## src/rtl/input_router_addr_gen.sv

```systemverilog
// Expands queued output coordinates into KxK input-window addresses.
// Optional pad flag output: define ADDR_GEN_PAD_FLAG_EN.
module input_router_addr_gen #(
  parameter int ROW_COUNT   = 4,
  parameter int ADDR_WIDTH  = 8,
  parameter int QUEUE_DEPTH = 4
) (
  input  logic                  i_clk,
  input  logic                  i_nrst,
  input  logic                  i_reg_clear,
  input  logic                  i_en,
  input  logic [ADDR_WIDTH-1:0] i_o_x,
  input  logic [ADDR_WIDTH-1:0] i_o_y,
  input  logic [ROW_COUNT-1:0]  i_row_id,
  input  logic [ADDR_WIDTH-1:0] i_start_addr,
  input  logic [ADDR_WIDTH-1:0] i_i_size,
  input  logic [ADDR_WIDTH-1:0] i_k_size,
  input  logic                  i_addr_ready,
  output logic                  o_addr_valid,
  output logic [ADDR_WIDTH-1:0] o_addr,
  output logic [ROW_COUNT-1:0]  o_addr_row_id,
  output logic                  o_busy,
`ifdef ADDR_GEN_PAD_FLAG_EN
  output logic                  o_addr_pad,
`endif
  output logic                  o_overflow
);

  localparam int W  = ADDR_WIDTH;
  localparam int PW = (QUEUE_DEPTH > 1) ? $clog2(QUEUE_DEPTH) : 1;
  localparam int CW = $clog2(QUEUE_DEPTH + 1);

  typedef enum logic {S_IDLE, S_GEN} state_t;

  state_t r_state, w_nstate;

  logic [W-1:0]         r_qx [QUEUE_DEPTH];
  logic [W-1:0]         r_qy [QUEUE_DEPTH];
  logic [ROW_COUNT-1:0] r_qr [QUEUE_DEPTH];
  logic [PW-1:0]        r_wp, r_rp;
  logic [CW-1:0]        r_cnt;

  logic [W-1:0]         r_x, r_y, r_kx, r_ky, r_addr;
  logic [ROW_COUNT-1:0] r_row;
  logic                 r_valid, r_ovf;

  logic                 w_empty, w_full;
  logic                 w_push, w_pop, w_load, w_adv, w_nvalid;
  logic [W-1:0]         w_k, w_nx, w_ny, w_nkx, w_nky;
  logic [W-1:0]         w_cx, w_cy, w_naddr;
  logic [ROW_COUNT-1:0] w_nrow;
  logic                 w_kx_last, w_ky_last;

  assign w_empty   = (r_cnt == '0);
  assign w_full    = (r_cnt == CW'(QUEUE_DEPTH));
  assign w_k       = (i_k_size == '0) ? W'(1) : i_k_size;
  assign w_kx_last = (r_kx == w_k - W'(1));
  assign w_ky_last = (r_ky == w_k - W'(1));

  always_comb begin
    w_nstate = r_state;
    w_pop    = 1'b0;
    w_load   = 1'b0;
    w_adv    = 1'b0;
    w_nvalid = r_valid;
    unique case (r_state)
      S_IDLE: begin
        if (!w_empty) begin
          w_pop    = 1'b1;
          w_load   = 1'b1;
          w_nvalid = 1'b1;
          w_nstate = S_GEN;
        end
      end
      S_GEN: begin
        if (i_addr_ready) begin
          if (w_kx_last && w_ky_last) begin
            // chain straight into the next window to avoid a bubble
            if (!w_empty) begin
              w_pop  = 1'b1;
              w_load = 1'b1;
            end else begin
              w_nvalid = 1'b0;
              w_nstate = S_IDLE;
            end
          end else begin
            w_adv = 1'b1;
          end
        end
      end
      default: w_nstate = S_IDLE;
    endcase
  end

  assign w_push = i_en && (!w_full || w_pop);

  assign w_nx   = w_load ? r_qx[r_rp] : r_x;
  assign w_ny   = w_load ? r_qy[r_rp] : r_y;
  assign w_nrow = w_load ? r_qr[r_rp] : r_row;

  always_comb begin
    w_nkx = r_kx;
    w_nky = r_ky;
    if (w_load) begin
      w_nkx = '0;
      w_nky = '0;
    end else if (w_adv) begin
      if (w_kx_last) begin
        w_nkx = '0;
        w_nky = r_ky + W'(1);
      end else begin
        w_nkx = r_kx + W'(1);
      end
    end
  end

  assign w_cx    = w_nx + w_nkx;
  assign w_cy    = w_ny + w_nky;
  assign w_naddr = i_start_addr + w_cy * i_i_size + w_cx;

  always_ff @(posedge i_clk or negedge i_nrst) begin
    if (!i_nrst)          r_state <= S_IDLE;
    else if (i_reg_clear) r_state <= S_IDLE;
    else                  r_state <= w_nstate;
  end

  always_ff @(posedge i_clk) begin
    if (w_push) begin
      r_qx[r_wp] <= i_o_x;
      r_qy[r_wp] <= i_o_y;
      r_qr[r_wp] <= i_row_id;
    end
  end

  always_ff @(posedge i_clk or negedge i_nrst) begin
    if (!i_nrst) begin
      r_wp  <= '0;
      r_rp  <= '0;
      r_cnt <= '0;
      r_ovf <= 1'b0;
    end else if (i_reg_clear) begin
      r_wp  <= '0;
      r_rp  <= '0;
      r_cnt <= '0;
      r_ovf <= 1'b0;
    end else begin
      if (w_push) r_wp <= r_wp + PW'(1);
      if (w_pop)  r_rp <= r_rp + PW'(1);
      unique case ({w_push, w_pop})
        2'b10:   r_cnt <= r_cnt + CW'(1);
        2'b01:   r_cnt <= r_cnt - CW'(1);
        default: r_cnt <= r_cnt;
      endcase
      if (i_en && w_full && !w_pop) r_ovf <= 1'b1;
    end
  end

  always_ff @(posedge i_clk or negedge i_nrst) begin
    if (!i_nrst) begin
      r_x     <= '0;
      r_y     <= '0;
      r_kx    <= '0;
      r_ky    <= '0;
      r_row   <= '0;
      r_addr  <= '0;
      r_valid <= 1'b0;
    end else if (i_reg_clear) begin
      r_x     <= '0;
      r_y     <= '0;
      r_kx    <= '0;
      r_ky    <= '0;
      r_row   <= '0;
      r_addr  <= '0;
      r_valid <= 1'b0;
    end else begin
      r_valid <= w_nvalid;
      if (w_load || w_adv) begin
        r_x    <= w_nx;
        r_y    <= w_ny;
        r_kx   <= w_nkx;
        r_ky   <= w_nky;
        r_row  <= w_nrow;
        r_addr <= w_naddr;
      end
    end
  end

`ifdef ADDR_GEN_PAD_FLAG_EN
  logic         r_pad;
  logic [W:0]   w_px, w_py;
  logic         w_npad;

  // one extra bit so x+kx past 2^W still counts as out of bounds
  assign w_px   = {1'b0, w_nx} + {1'b0, w_nkx};
  assign w_py   = {1'b0, w_ny} + {1'b0, w_nky};
  assign w_npad = (w_px >= {1'b0, i_i_size}) ||
                  (w_py >= {1'b0, i_i_size});

  always_ff @(posedge i_clk or negedge i_nrst) begin
    if (!i_nrst)                r_pad <= 1'b0;
    else if (i_reg_clear)       r_pad <= 1'b0;
    else if (w_load || w_adv)   r_pad <= w_npad;
  end

  assign o_addr_pad = r_pad;
`endif

  assign o_addr_valid  = r_valid;
  assign o_addr        = r_addr;
  assign o_addr_row_id = r_row;
  assign o_overflow    = r_ovf;
  assign o_busy        = !w_empty || r_valid;

endmodule

```

## config.mk

```make
export PLATFORM = sky130hd
export DESIGN_NAME = input_router_addr_gen
export DESIGN_NICKNAME = d
export VERILOG_FILES = /design/src/rtl/input_router_addr_gen.sv
export SDC_FILE = /design/constraint.sdc
export NUM_CORES = 1
export LEC_CHECK = 0
export CORE_ASPECT_RATIO = 0.7
export CORE_MARGIN = 1
export CORE_UTILIZATION = 63
export DETAILED_ROUTE_END_ITERATION = 6
export GPL_TIMING_DRIVEN = 0
export PLACE_DENSITY_LB_ADDON = 0.25
export SLEW_MARGIN = 20
export SYNTH_ARGS = -nofsm -noshare
export SYNTH_HDL_FRONTEND = slang
export SYNTH_SLANG_ARGS = --single-unit
```

## constraint.sdc

```tcl
create_clock -name i_clk -period 15.5 [get_ports i_clk]
set_input_delay 1.55 -clock i_clk [delete_from_list [all_inputs] [get_ports i_clk]]
set_output_delay 1.55 -clock i_clk [all_outputs]
set_load 0.03 [all_outputs]
```

==> out/results.tsv <==
metric	value	unit
status	finished, final reports clean	
Total Nets Final	847	
Rows	33	
most used cell, CP	xnor2_1	
Clock Tree Root	clkbuf_16	
synthesized area per cell	12.0	um2
XOR/XNOR Fraction of Synth Area	6.76	%
vias after detailed routing	5293	
clock latency on the worst-skew pair	0.42	ns
syn nets	768	
PortBufs	60	
measured slew at the worst slew-check pin	1.09	ns
CP Capture Type	register	
Antenna diodes	0	
final setup violating endpoints	0	
R2R setup slack	6.23	ns
hold crit path type	reg2reg	
clock skew	0.00949	ns
commonest cells in the netlist	edfxtp_1 (80), inv_1 (64), nor2_1 (55), dfrtp_1 (54), nand2_1 (45)	
ys async rst share	40.3	%
CTS H-tree lvls	4	
Die X	135	um
CP required	15.82	ns
worst hold slack	0.481	ns
CTS hold repair buffers	0	
Final HPWL DP	12400	um
total CTS buffers	17	
arrival time at the worst endpoint	11.85	ns
Synth area leader	edfxtp_1	
Setup WS post-layout	3.97	ns
vias in the first global route	5514	
setup TNS	0	ns
warnings from Yosys	0	
max-cap violations	0	
Total GRT Usage	30.2	%
RSZ-0062 raised after global routing	false	
register bit total from synthesis	134	
TritonCTS clock tree	done	
Avg WL per Cell	19.5	um
First-pass DRT Iterations	5	
Routed WL	17600	um
Achievable Freq	86.7	MHz
ys flop type	edfxtp_1	
Tmin final	11.53	ns
CP startpoint kind	input pin	
Design Area, Final	9240	um2
post-CTS sizing	0	
Core Box Area	11900	um2
Synth area leaders	edfxtp_1 (31%), dfrtp_1 (17%), fa_1 (7.9%)	
# DRC	0	
IO Pins	64	
Starting Density	65.7	%
path depth of the worst reg2reg path	36	
first-iteration detailed-routing DRC count	355	
GR Overflow Total	0	
clock-pin slew on the worst setup and hold paths	0.06	ns
pwr dens	251	nW/um2
clock tree buffer depth	2	
Clock Sinks	134	
multiplexer share of the synthesized area	8.84	%
Place WS	3.72	ns
slowest stage delay, CP	0.63	ns
count leader, synth	edfxtp_1	
Vias/cell	5.88	
CP max stage cell	clkdlybuf4s50_1	
max-slew violation count	0	
largest net degree at the start of global routing	55	
complex-gate fraction of the synthesized area	5.36	%
routability cong.	0.913	
post-synthesis simple-gate area fraction	13.1	%
largest family of logic cells by synthesized area	adder cells	
Antenna Nets Post-Route	0	
initial antenna violation count	0	
Final Hold Fails	0	
Synth Area in Adders	13.7	%
Post-synth EDFFs	80	
P_leak	3.78	nW
area post-placement	8640	um2
VDD IR max	188	uV
first-pass GRT wire length	28100	um
area grow syn2layout	17.8	%
top cell type's share of synthesized area	30.6	%
postcts setup bufs	0	
Worst Path Max Fanout	10	
library cells used by synthesis	63	
critical path type	in2reg	
Total Die Area	12900	um2
hold depth	2	
cell count after synthesis	652	
register area share after synthesis	47.9	%
slew margin rel.	27.3	%
Final Cycle Share	74.4	%
Die H	95.4	um
cell area after synthesis	7840	um2
layout cell share with drive strength beyond 1	11.7	%
## layout make-up
type / instances / area (um2)
Multi-Input combinational cell: 429 / 3740
Buffer: 25 / 110
Clock inverter: 13 / 174
Timing Repair Buffer: 60 / 598
Sequential cell: 134 / 3750
Fill cell: 714 / 2690
Clock buffer: 18 / 429
Inverter: 64 / 240
Tap cell: 157 / 196
## logic make-up after synthesis
logic type	after synthesis
simple gates	196
flops	134
buf+inv	89
fa+ha+maj	67
compound gates	63
xor+xnor	59
mux	44
## layout by cell type, fill, tap and decap left out, types with 3 or more instances in the layout
cell type | Yosys | final
a21o_1 | 5 | 5
a21oi_1 | 21 | 21
a31oi_1 | 4 | 4
and2_1 | 10 | 10
buf_2 | 7 | 7
bufinv_16 | 0 | 3
clkbuf_1 | 16 | 17
clkbuf_16 | 0 | 17
clkdlybuf4s50_1 | 0 | 59
clkinv_4 | 0 | 3
dfrtp_1 | 54 | 54
edfxtp_1 | 80 | 80
fa_1 | 31 | 31
ha_1 | 36 | 36
inv_1 | 64 | 64
inv_6 | 0 | 3
mux2_2 | 12 | 12
mux2i_1 | 13 | 13
mux4_2 | 19 | 19
nand2_1 | 45 | 45
nand2b_1 | 13 | 13
nand3_1 | 8 | 8
nand4_1 | 8 | 8
nor2_1 | 55 | 55
nor2b_1 | 16 | 16
nor3_1 | 14 | 14
nor4_2 | 3 | 3
o21ai_0 | 8 | 8
o31ai_1 | 4 | 4
xnor2_1 | 40 | 40
xor2_1 | 18 | 18
## metal layers
| metal | global-route usage, % | share of wire [%] |
|---|---|---|
| met5 | 0 | 0 |
| met4 | 9.46 | 1.9 |
| met3 | 7.12 | 6.5 |
| met2 | 51.2 | 49 |
| met1 | 38.9 | 42 |
## registers in the layout, summed over array words and instances (netlist names)
name,count
r_qy,32
r_qr,16
r_x,8
r_y,8
r_cnt,3
r_wp,2
r_ky,8
o_addr,8
r_state,1
r_rp,2
r_kx,8
r_qx,32
o_addr_valid,1
o_overflow,1
o_addr_row_id,4
## worst max-delay path, delay by kind of cell
family                   cells  cell delay [ns]
AND/OR/NAND/NOR              7             1.37
XOR/XNOR                    11             2.09
buffers and inverters        7             1.86
AO/OA/AOI/OAI                7             1.41
adder cells (fa/ha/maj)      7             3.04
multiplexers                 1             0.50
## path summary, 6_finish.rpt
check	start	end
max	i_k_size[2]	o_addr[7]$_DFFE_PN0P_
min	o_addr[3]$_DFFE_PN0P_	o_addr[3]$_DFFE_PN0P_
max reg2reg	r_kx[3]$_DFFE_PN0P_	o_addr[7]$_DFFE_PN0P_
min reg2reg	o_addr[3]$_DFFE_PN0P_	o_addr[3]$_DFFE_PN0P_
max in group asynchronous	i_nrst	r_kx[4]$_DFFE_PN0P_
min in group asynchronous	i_nrst	o_addr_row_id[3]$_DFFE_PN0P_
## stage by stage
step / utilization [%] / instances / total power [mW]
3_3_place_gp: 72.4 / 869 / 1.85
6_report: 77.4 / 900 / 2.32
3_5_place_dp: 72.4 / 869 / 1.90
2_1_floorplan: - / 652 / 1.59
4_1_cts: 77.4 / 900 / 2.33
5_1_grt: 77.4 / 900 / 2.51
## power by group
part | internal, mW | switching [mW]
logic | 0.664 | 0.772
registers | 0.437 | 0.0253
clock network | 0.255 | 0.162
Note: power is estimated with default switching activity, not from simulation.
